==> config.mk <==
export PLATFORM = sky130hd
export DESIGN_NAME = mem_interface_axi
export DESIGN_NICKNAME = d
export VERILOG_FILES = /design/src/rtl/mem_if_pkg.sv /design/src/rtl/mem_interface_axi_lane_align.sv /design/src/rtl/mem_interface_axi.sv
export SDC_FILE = /design/constraint.sdc
export NUM_CORES = 1
export LEC_CHECK = 0
export ABC_CLOCK_PERIOD_IN_PS = 4370
export BUFFER_PORTS_ARGS = -buffer_cell sky130_fd_sc_hd__buf_2
export CORE_ASPECT_RATIO = 0.9
export CORE_MARGIN = 2
export CORE_UTILIZATION = 30
export CTS_CLUSTER_SIZE = 12
export DETAILED_ROUTE_END_ITERATION = 7
export PLACE_DENSITY = 0.53
export SYNTH_ARGS = -nofsm -noshare
export SYNTH_HDL_FRONTEND = slang
export SYNTH_SLANG_ARGS = --single-unit
export TNS_END_PERCENT = 50
==> constraint.sdc <==
create_clock -name clk -period 4.37 [get_ports clk]
set_input_delay 0.437 -clock clk [delete_from_list [all_inputs] [get_ports clk]]
set_output_delay 0.437 -clock clk [all_outputs]
set_load 0.01 [all_outputs]
==> src/rtl/mem_if_pkg.sv <==
// Shared encodings for the bus-side memory stage: request types, access sizes,
// AXI response codes and the transaction state machine states.
package mem_if_pkg;

  typedef enum logic [1:0] {
    WR_STORE = 2'b00,
    WR_LOAD  = 2'b01,
    WR_RSVD  = 2'b10,
    WR_FETCH = 2'b11
  } wr_e;

  typedef enum logic [1:0] {
    SZ_BYTE = 2'b00,
    SZ_HALF = 2'b01,
    SZ_WORD = 2'b10,
    SZ_RSVD = 2'b11
  } sz_e;

  typedef enum logic [1:0] {
    AXI_RESP_OKAY   = 2'b00,
    AXI_RESP_EXOKAY = 2'b01,
    AXI_RESP_SLVERR = 2'b10,
    AXI_RESP_DECERR = 2'b11
  } axi_resp_e;

  typedef enum logic [2:0] {
    ST_IDLE,
    ST_CHECK,
    ST_RD_ADDR,
    ST_RD_DATA,
    ST_WR_ADDR,
    ST_WR_RESP,
    ST_DONE,
    ST_FAULT
  } state_e;

endpackage

==> src/rtl/mem_interface_axi_lane_align.sv <==
// Byte-lane steering shared by the read and write paths: load lane select with
// sign/zero extension, store data replication and write strobes.
module mem_lane_align
  import mem_if_pkg::*;
(
  input  logic [1:0]  addr_lo,
  input  sz_e         size,
  input  logic        sign,
  input  logic [31:0] rdata_i,
  input  logic [31:0] store_data,
  output logic [31:0] load_data,
  output logic [31:0] wdata_o,
  output logic [3:0]  wstrb
);

  logic [7:0]  byte_sel;
  logic [15:0] half_sel;

  always_comb begin
    byte_sel  = rdata_i[{addr_lo, 3'b000} +: 8];
    half_sel  = addr_lo[1] ? rdata_i[31:16] : rdata_i[15:0];
    load_data = rdata_i;
    wdata_o   = store_data;
    wstrb     = '0;
    case (size)
      SZ_BYTE: begin
        load_data = {{24{sign & byte_sel[7]}}, byte_sel};
        wdata_o   = {4{store_data[7:0]}};
        wstrb     = 4'b0001 << addr_lo;
      end
      SZ_HALF: begin
        load_data = {{16{sign & half_sel[15]}}, half_sel};
        wdata_o   = {2{store_data[15:0]}};
        wstrb     = 4'b0011 << addr_lo;
      end
      SZ_WORD: begin
        wstrb = '1;
      end
      default: begin
        // Reserved size always faults before reaching the bus.
        wstrb = '0;
      end
    endcase
  end

endmodule

==> src/rtl/mem_interface_axi.sv <==
// Memory stage between the core control FSM and an AXI4-Lite bus: one request
// in, one single-beat AXI transaction out, with alignment checking and extension.
module mem_interface_axi
  import mem_if_pkg::*;
#(
  parameter int unsigned ADDR_WIDTH = 32,
  parameter logic [2:0]  PROT_FETCH = 3'b100,
  parameter logic [2:0]  PROT_DATA  = 3'b000
) (
  input  logic                  clk,
  input  logic                  reset,
  input  logic                  en_mem,
  input  logic [1:0]            W_R_mem,
  input  logic [1:0]            wordsize_mem,
  input  logic                  sign_mem,
  input  logic [ADDR_WIDTH-1:0] addr,
  input  logic [31:0]           wdata,
  output logic                  busy_mem,
  output logic                  done_mem,
  output logic                  aligned_mem,
  output logic [31:0]           rdata,
  output logic [31:0]           inst,
  output logic                  awvalid,
  input  logic                  awready,
  output logic [ADDR_WIDTH-1:0] awaddr,
  output logic [2:0]            awprot,
  output logic                  wvalid,
  input  logic                  wready,
  output logic [31:0]           wdata_o,
  output logic [3:0]            wstrb,
  input  logic                  bvalid,
  output logic                  bready,
  input  logic [1:0]            bresp,
  output logic                  arvalid,
  input  logic                  arready,
  output logic [ADDR_WIDTH-1:0] araddr,
  output logic [2:0]            arprot,
  input  logic                  rvalid,
  output logic                  rready,
  input  logic [31:0]           rdata_i,
  input  logic [1:0]            rresp
);

  state_e                state_q, state_d;
  logic [ADDR_WIDTH-1:0] req_addr_q, req_addr_d;
  logic [31:0]           req_wdata_q, req_wdata_d;
  wr_e                   req_wr_q, req_wr_d;
  sz_e                   req_size_q, req_size_d;
  logic                  req_sign_q, req_sign_d;
  logic                  aw_done_q, aw_done_d;
  logic                  w_done_q, w_done_d;
  logic [31:0]           rdata_q, rdata_d;
  logic [31:0]           inst_q, inst_d;

  logic        is_fetch;
  logic        is_store;
  sz_e         eff_size;
  logic        misaligned;
  logic        aw_now;
  logic        w_now;
  logic [31:0] load_ext;
  logic        unused_resp;

  // Responses are deliberately not inspected.
  assign unused_resp = ^{bresp, rresp};

  assign is_fetch = (req_wr_q == WR_FETCH);
  assign is_store = (req_wr_q == WR_STORE);
  assign eff_size = is_fetch ? SZ_WORD : req_size_q;

  assign misaligned = (eff_size == SZ_RSVD)
                   || ((eff_size == SZ_HALF) && req_addr_q[0])
                   || ((eff_size == SZ_WORD) && (req_addr_q[1:0] != 2'b00));

  assign araddr = {req_addr_q[ADDR_WIDTH-1:2], 2'b00};
  assign awaddr = {req_addr_q[ADDR_WIDTH-1:2], 2'b00};
  assign arprot = is_fetch ? PROT_FETCH : PROT_DATA;
  assign awprot = PROT_DATA;
  assign rdata  = rdata_q;
  assign inst   = inst_q;

  mem_lane_align u_lane_align (
    .addr_lo    (req_addr_q[1:0]),
    .size       (eff_size),
    .sign       (req_sign_q),
    .rdata_i    (rdata_i),
    .store_data (req_wdata_q),
    .load_data  (load_ext),
    .wdata_o    (wdata_o),
    .wstrb      (wstrb)
  );

  always_comb begin
    state_d     = state_q;
    req_addr_d  = req_addr_q;
    req_wdata_d = req_wdata_q;
    req_wr_d    = req_wr_q;
    req_size_d  = req_size_q;
    req_sign_d  = req_sign_q;
    aw_done_d   = aw_done_q;
    w_done_d    = w_done_q;
    rdata_d     = rdata_q;
    inst_d      = inst_q;
    aw_now      = 1'b0;
    w_now       = 1'b0;
    arvalid     = 1'b0;
    rready      = 1'b0;
    awvalid     = 1'b0;
    wvalid      = 1'b0;
    bready      = 1'b0;
    busy_mem    = 1'b0;
    done_mem    = 1'b0;
    aligned_mem = 1'b1;

    case (state_q)
      ST_IDLE: begin
        if (en_mem) begin
          req_addr_d  = addr;
          req_wdata_d = wdata;
          req_wr_d    = wr_e'(W_R_mem);
          req_size_d  = sz_e'(wordsize_mem);
          req_sign_d  = sign_mem;
          state_d     = ST_CHECK;
        end
      end
      ST_CHECK: begin
        busy_mem  = 1'b1;
        aw_done_d = 1'b0;
        w_done_d  = 1'b0;
        if (misaligned)    state_d = ST_FAULT;
        else if (is_store) state_d = ST_WR_ADDR;
        else               state_d = ST_RD_ADDR;
      end
      ST_RD_ADDR: begin
        busy_mem = 1'b1;
        arvalid  = 1'b1;
        if (arready) state_d = ST_RD_DATA;
      end
      ST_RD_DATA: begin
        busy_mem = 1'b1;
        rready   = 1'b1;
        if (rvalid) begin
          if (is_fetch) inst_d  = load_ext;
          else          rdata_d = load_ext;
          state_d = ST_DONE;
        end
      end
      ST_WR_ADDR: begin
        // AW and W complete independently; move on once both have handshaken.
        busy_mem  = 1'b1;
        awvalid   = !aw_done_q;
        wvalid    = !w_done_q;
        aw_now    = aw_done_q | awready;
        w_now     = w_done_q | wready;
        aw_done_d = aw_now;
        w_done_d  = w_now;
        if (aw_now && w_now) state_d = ST_WR_RESP;
      end
      ST_WR_RESP: begin
        busy_mem = 1'b1;
        bready   = 1'b1;
        if (bvalid) state_d = ST_DONE;
      end
      ST_DONE: begin
        busy_mem = 1'b1;
        done_mem = 1'b1;
        state_d  = ST_IDLE;
      end
      ST_FAULT: begin
        aligned_mem = 1'b0;
      end
      default: begin
        state_d = ST_IDLE;
      end
    endcase
  end

  always_ff @(posedge clk or posedge reset) begin
    if (reset) begin
      state_q     <= ST_IDLE;
      req_addr_q  <= '0;
      req_wdata_q <= '0;
      req_wr_q    <= WR_STORE;
      req_size_q  <= SZ_BYTE;
      req_sign_q  <= 1'b0;
      aw_done_q   <= 1'b0;
      w_done_q    <= 1'b0;
      rdata_q     <= '0;
      inst_q      <= '0;
    end else begin
      state_q     <= state_d;
      req_addr_q  <= req_addr_d;
      req_wdata_q <= req_wdata_d;
      req_wr_q    <= req_wr_d;
      req_size_q  <= req_size_d;
      req_sign_q  <= req_sign_d;
      aw_done_q   <= aw_done_d;
      w_done_q    <= w_done_d;
      rdata_q     <= rdata_d;
      inst_q      <= inst_d;
    end
  end

endmodule

After elaboration in Yosys (flattened, before gate mapping)
Cells that the tools add are included.
- logic and storage cells: 76
- register bits after elaboration: 138
- multiplexer cells: 24
- shifts and indexed selects: 3
- bitwise operators: 5
- equality and inequality tests: 16
- reduce and logical (&&, ||, !) cells: 18
- operators with widths (kind ; number):
    $pmux 32 s2 ; 2
    $shiftx 32x6->8 ; 1
    $mux 3 ; 8
    $pmux 3 s7 ; 1
    $mux 16 ; 1
    $eq 3x3->1 const B ; 4
    $pmux 4 s3 ; 1
    $ne 2x2->1 const B ; 5
    $mux 1 ; 8
    $reduce_bool 7->1 ; 1
    $eq 2x2->1 const B ; 3
    $eq 3x2->1 const B ; 2
    $reduce_and 3->1 ; 2
    $reduce_and 6->1 ; 1
    $reduce_or 6->1 ; 1
    $logic_not 2->1 ; 2
    $pmux 1 s2 ; 2
    $reduce_bool 2->1 ; 2
    $shl 1x2->4 const A ; 1
    $shl 2x2->4 const A ; 1
    $eq 3x1->1 const B ; 1
    $logic_and 1x1->1 ; 3
    $logic_not 3->1 ; 1
    $and 1x1->1 ; 2
    other kinds (7) ; 10

Longest topological paths before layout
- depth after elaboration: 8
- mapped depth: 7

Hierarchy
From an unflattened synthesis, not the netlist that was laid out.
- cells, all modules: 621
- area, all modules: 7223.2 um^2
- by module, submodules not included (module ; seq. area each (um^2) ; times used ; cells an instance ; area an instance (um^2)):
    mem_interface_axi ; 3453.3 ; 1 ; 409 ; 5861.9
    mem_lane_align ; 0.0 ; 1 ; 212 ; 1361.3

Worst setup path before layout
No wires, ideal clock.
- kind: reg2out
- start: reg req_size_q[1]
- end: out wdata_o[25]
- path buffers: 4
- cell stages (with the launch flop): 7
- data arrival time: 1.422 ns
- setup slack: 2.511 ns
- cell sequence: dfrtp_1 > buf_2 > a21o_1 > buf_2 > buf_2 > buf_2 > o21ai_0
- longest elaborated chain between the ends: 3
- RTL lines (element ; line ; text):
    start, declared ; mem_interface_axi.sv:48 ; sz_e req_size_q, req_size_d;
    start signal, assigned ; mem_interface_axi.sv:195 ; req_size_q <= req_size_d;
    $mux 2 (*) ; mem_interface_axi.sv:69 ; assign eff_size = is_fetch ? SZ_WORD : req_size_q;
    $eq 2x1->1 / $logic_not 2->1 (equally long branches) ; mem_interface_axi_lane_align.sv:25 ; case (size)
    $pmux 32 s2 (*) ; mem_interface_axi_lane_align.sv:25 ;
    end, declared ; mem_interface_axi.sv:29 ; output logic [31:0] wdata_o,
Every way passes the cells marked *; elsewhere a longest branch is shown, timed or not.

Worst setup path after layout
- start: reg req_size_q[0]
- end: out wdata_o[11]
Same word-level chain as after synthesis.

==> summary.md <==
| Metric | Value |
|---|---|
| Run status | complete, no violations |
| Total number of nets in the final design | 941 |
| Core area | 0.0234 sq mm |
| Combined area of all synthesized cells | 0.00715 sq mm |
| Largest delay contributor family on the critical path | flip-flops |
| Leading post-synthesis cells by cell area | sky130_fd_sc_hd__dfrtp_1 (48%), sky130_fd_sc_hd__mux2_2 (11%), sky130_fd_sc_hd__buf_4 (8.7%) |
| Most instantiated library cell after synthesis | sky130_fd_sc_hd__dfrtp_1 |
| Number of flops mapped to enable cells by yosys | 0 |
| Number of nets still failing antenna checks after routing | 0 |
| RSZ-0062 raised after global routing | false |
| Number of resized instances in the post-cts repair step | 0 |
| Num Clock Sinks | 138 |
| Routed length per placed instance | 17.7 um |
| Maximum frequency from static timing analysis | 329 MHz |
| Area leader, netlist | sky130_fd_sc_hd__dfrtp_1 |
| Gr ovfl total | 0 |
| Number of rows in the core area | 53 |
| Post CTS Setup Buffer Count | 0 |
| Setup Skew | 0.0106 ns |
| Multi-input logic area | 0.00284 sq mm |
| Chip Width | 167 um |
| Setup ws final | 1.33 ns |
| Fraction of power spent switching nets | 0.402 |
| Dominant synthesized flop cell | sky130_fd_sc_hd__dfrtp_1 |
| Post-layout minimum cycle time | 3.04 ns |
| Number of fill cells | 2362 |
| Cell-by-cell listing of the critical path | a211o_1, mux2_2, buf_2 |
| H-tree Lvls | 4 |
| TritonCTS clock tree | done |
| Average footprint of a synthesized cell | 11.2 sq um |
| Reg clk slew, reported paths | 0.06 ns |
| Post-Route Setup TNS | 0 ns |
| Total of hold buffers inserted after clock tree synthesis | 0 |
| Arr. time, crit path | 2.60 ns |
| Cell types with the highest counts after synthesis | sky130_fd_sc_hd__dfrtp_1 (138), sky130_fd_sc_hd__buf_4 (83), sky130_fd_sc_hd__nand2_1 (73) |
| Power Internal | 4.34 mW |
| Iteration-0 DRC Markers | 316 |
| Total Die Area | 0.0251 sq mm |
| Slowest-stage cell, CP | sky130_fd_sc_hd__dfrtp_1 |
| Cell count after synthesis | 637 |
| Fraction of layout cells with a size suffix above 1 | 0.504 |
| Smallest hold slack | 0.157 ns |
| Area of placed instances | 0.00813 sq mm |
| Final Setup Violations | 0 |
| Vias in the first global route | 5207 |
| Height of the chip | 150 um |
| CTS root buf | sky130_fd_sc_hd__clkbuf_16 |
| Synth unique cells | 43 |
| Area overhead of the layout relative to synthesis | 22.4% |
| Pwr dens | 830 mW/mm^2 |
| Number of warnings reported in the yosys synthesis log | 0 |
| Power share of the combinational group | 0.454 |
| Hold/Removal Path Class | input port to asynchronous set/reset pin |
| CP Max Fanout | 17 |
| Worst slew margin relative to its limit | 0.315 |
| CTS Buffer Depth | 2 |
| Clock latency on the worst-skew pair | 0.42 ns |
| Area share of the leading cell type in the synthesized netlist | 0.483 |
| DP HPWL | 14.4 mm |
| Max-Cap Viols | 0 |
| Global-route usage over all layers | 0.161 |
| Category of the worst setup path launch point | register |
| Reported net switching power | 2.91 mW |
| Residual DRC count | 0 |
| Pleak | 4.29 nW |
| Capturing element type of the critical path | output pin |
| Initial standard-cell utilization of the core | 0.305 |
| FF/Latch Area | 0.00345 sq mm |
| Via-per-instance ratio | 4.68 |
| Routed WL | 20.3 mm |
| First-pass GRT wire length | 31.2 mm |
| Setup Crit Path Kind | register to output pin |
| Worst ir drop on vdd | 0.282 mV |
| Pin count of the biggest net entering global routing | 80 |
| Endpoints failing hold | 0 |
| Sequential Power Share | 0.337 |
| Total via count in the routed design | 5364 |
| Actual transition at the worst max-transition pin | 1.03 ns |
| Routability Congestion | 0.796 |
| Design Area, Final | 0.00875 sq mm |
| Ratio of final minimum period to clock period | 0.695 |
| Async S/R FF share, synth | 1.00 |
| Antenna violations before repair | 3 |
| Number of top-level pins | 291 |
| Seq/Total Area, Yosys | 0.483 |
| Detailed-router iteration count before antenna repair | 4 |
| Number of buffers created by CTS | 17 |
| Count of final max-slew check failures | 0 |
| Crit path largest cell delay | 0.87 ns |
| Worst-case setup slack after placement | 1.66 ns |
| Power share of the clock group | 0.208 |
| Data required time of the critical path | 3.93 ns |
| Critical path buffer and inverter count | 1 |
| Number of buffers added on ports | 277 |
| FF+latch count, synth | 138 |
## layout make-up
type,instances,area share
multi-input combinational,381,0.324
antenna,3,0.000858
clock inverter,12,0.0187
timing repair buffer,283,0.164
clock buffer,20,0.0511
sequential,138,0.395
inverter,7,0.00358
tap,302,0.0432
## kinds of logic after synthesis
kind of cell,after synthesis,share of synthesized area
AO/OA/AOI/OAI,100,0.0874
buffers and inverters,126,0.124
flip-flops,138,0.483
multiplexers,118,0.209
other,1,0.000525
AND/OR/NAND/NOR,154,0.0952
## power groups by stage
| stage | Sequential [mW] | Clock (mW) | Combinational [mW] |
|---|---|---|---|
| final | 2.45 | 1.51 | 3.30 |
| after global routing | 2.56 | 1.61 | 3.61 |
| after CTS | 2.46 | 1.56 | 3.34 |
| after detailed placement | 2.47 | 0 | 3.33 |
| after global placement | 2.45 | 0 | 3.31 |
| after floorplan | 2.39 | 0 | 2.55 |
## registers in the layout (all words and copies together) (netlist names)
name         count
aw_done_q        1
inst            32
rdata           32
req_addr_q      32
req_sign_q       1
req_size_q       2
req_wdata_q     32
req_wr_q         2
state_q          3
w_done_q         1
## final timing paths
check | start | to | slack [ns] | depth (start not counted)
setup / recovery | req_size_q[0] | wdata_o[11] | 1.33 | 3
hold / removal | reset | req_addr_q[13] | 0.16 | 2
setup reg to reg | req_wr_q[1] | inst[19] | 1.85 | 5
hold reg to reg | rdata[6] | rdata[6] | 0.47 | 2
max in group asynchronous | reset | rdata[9] | 3.29 | 3
min in group clk | addr[0] | req_addr_q[0] | 0.23 | 3
## stage by stage
stage          power [mW]  instances   util
2_1_floorplan        4.94        645      -
3_3_place_gp         5.77       1111  0.347
3_5_place_dp         5.80       1111  0.347
4_1_cts              7.36       1143  0.373
5_1_grt              7.79       1146  0.374
6_report             7.26       1146  0.374
## cell usage in the layout, fill, tap and decap left out, drive strengths merged
cell | Yosys | layout
nor2 | 49 | 49
a32oi | 1 | 1
and2 | 1 | 1
clkbuf | 7 | 20
inv | 7 | 10
a22o | 7 | 7
nand2b | 3 | 3
conb | 1 | 9
a21o | 1 | 1
nor3 | 11 | 11
mux2 | 99 | 99
mux2i | 11 | 11
o41ai | 8 | 8
dfrtp | 138 | 138
clkinv | 0 | 5
mux4 | 8 | 8
o32a | 1 | 1
a221oi | 1 | 1
and3b | 1 | 1
or2 | 1 | 1
nor2b | 2 | 2
a21oi | 49 | 49
nand3 | 2 | 2
a211o | 1 | 1
nor4b | 1 | 1
a311oi | 1 | 1
o21ai | 23 | 23
buf | 112 | 283
clkinvlp | 0 | 1
diode | 0 | 3
a21boi | 1 | 1
o22ai | 3 | 3
bufinv | 0 | 3
nand2 | 73 | 73
o31ai | 2 | 2
and3 | 3 | 3
nor4 | 7 | 7
a41oi | 1 | 1
## per-layer routing
metal | share of wire | vias up | GRT usage
met5 | 0 | - | 0
met4 | 0.026 | 0 | 0.0591
met3 | 0.058 | 24 | 0.0426
met2 | 0.45 | 192 | 0.244
met1 | 0.46 | 2637 | 0.223
li1 | - | 2511 | -
## worst register-to-register path: cells and delay by family (launching register included)
family | cells | cell delay, ns
flip-flops | 1 | 0.47
buffers and inverters | 2 | 0.70
AND/OR/NAND/NOR | 2 | 0.90
multiplexers | 1 | 0.33
No activity file was read; power rests on OpenSTA's default activity.
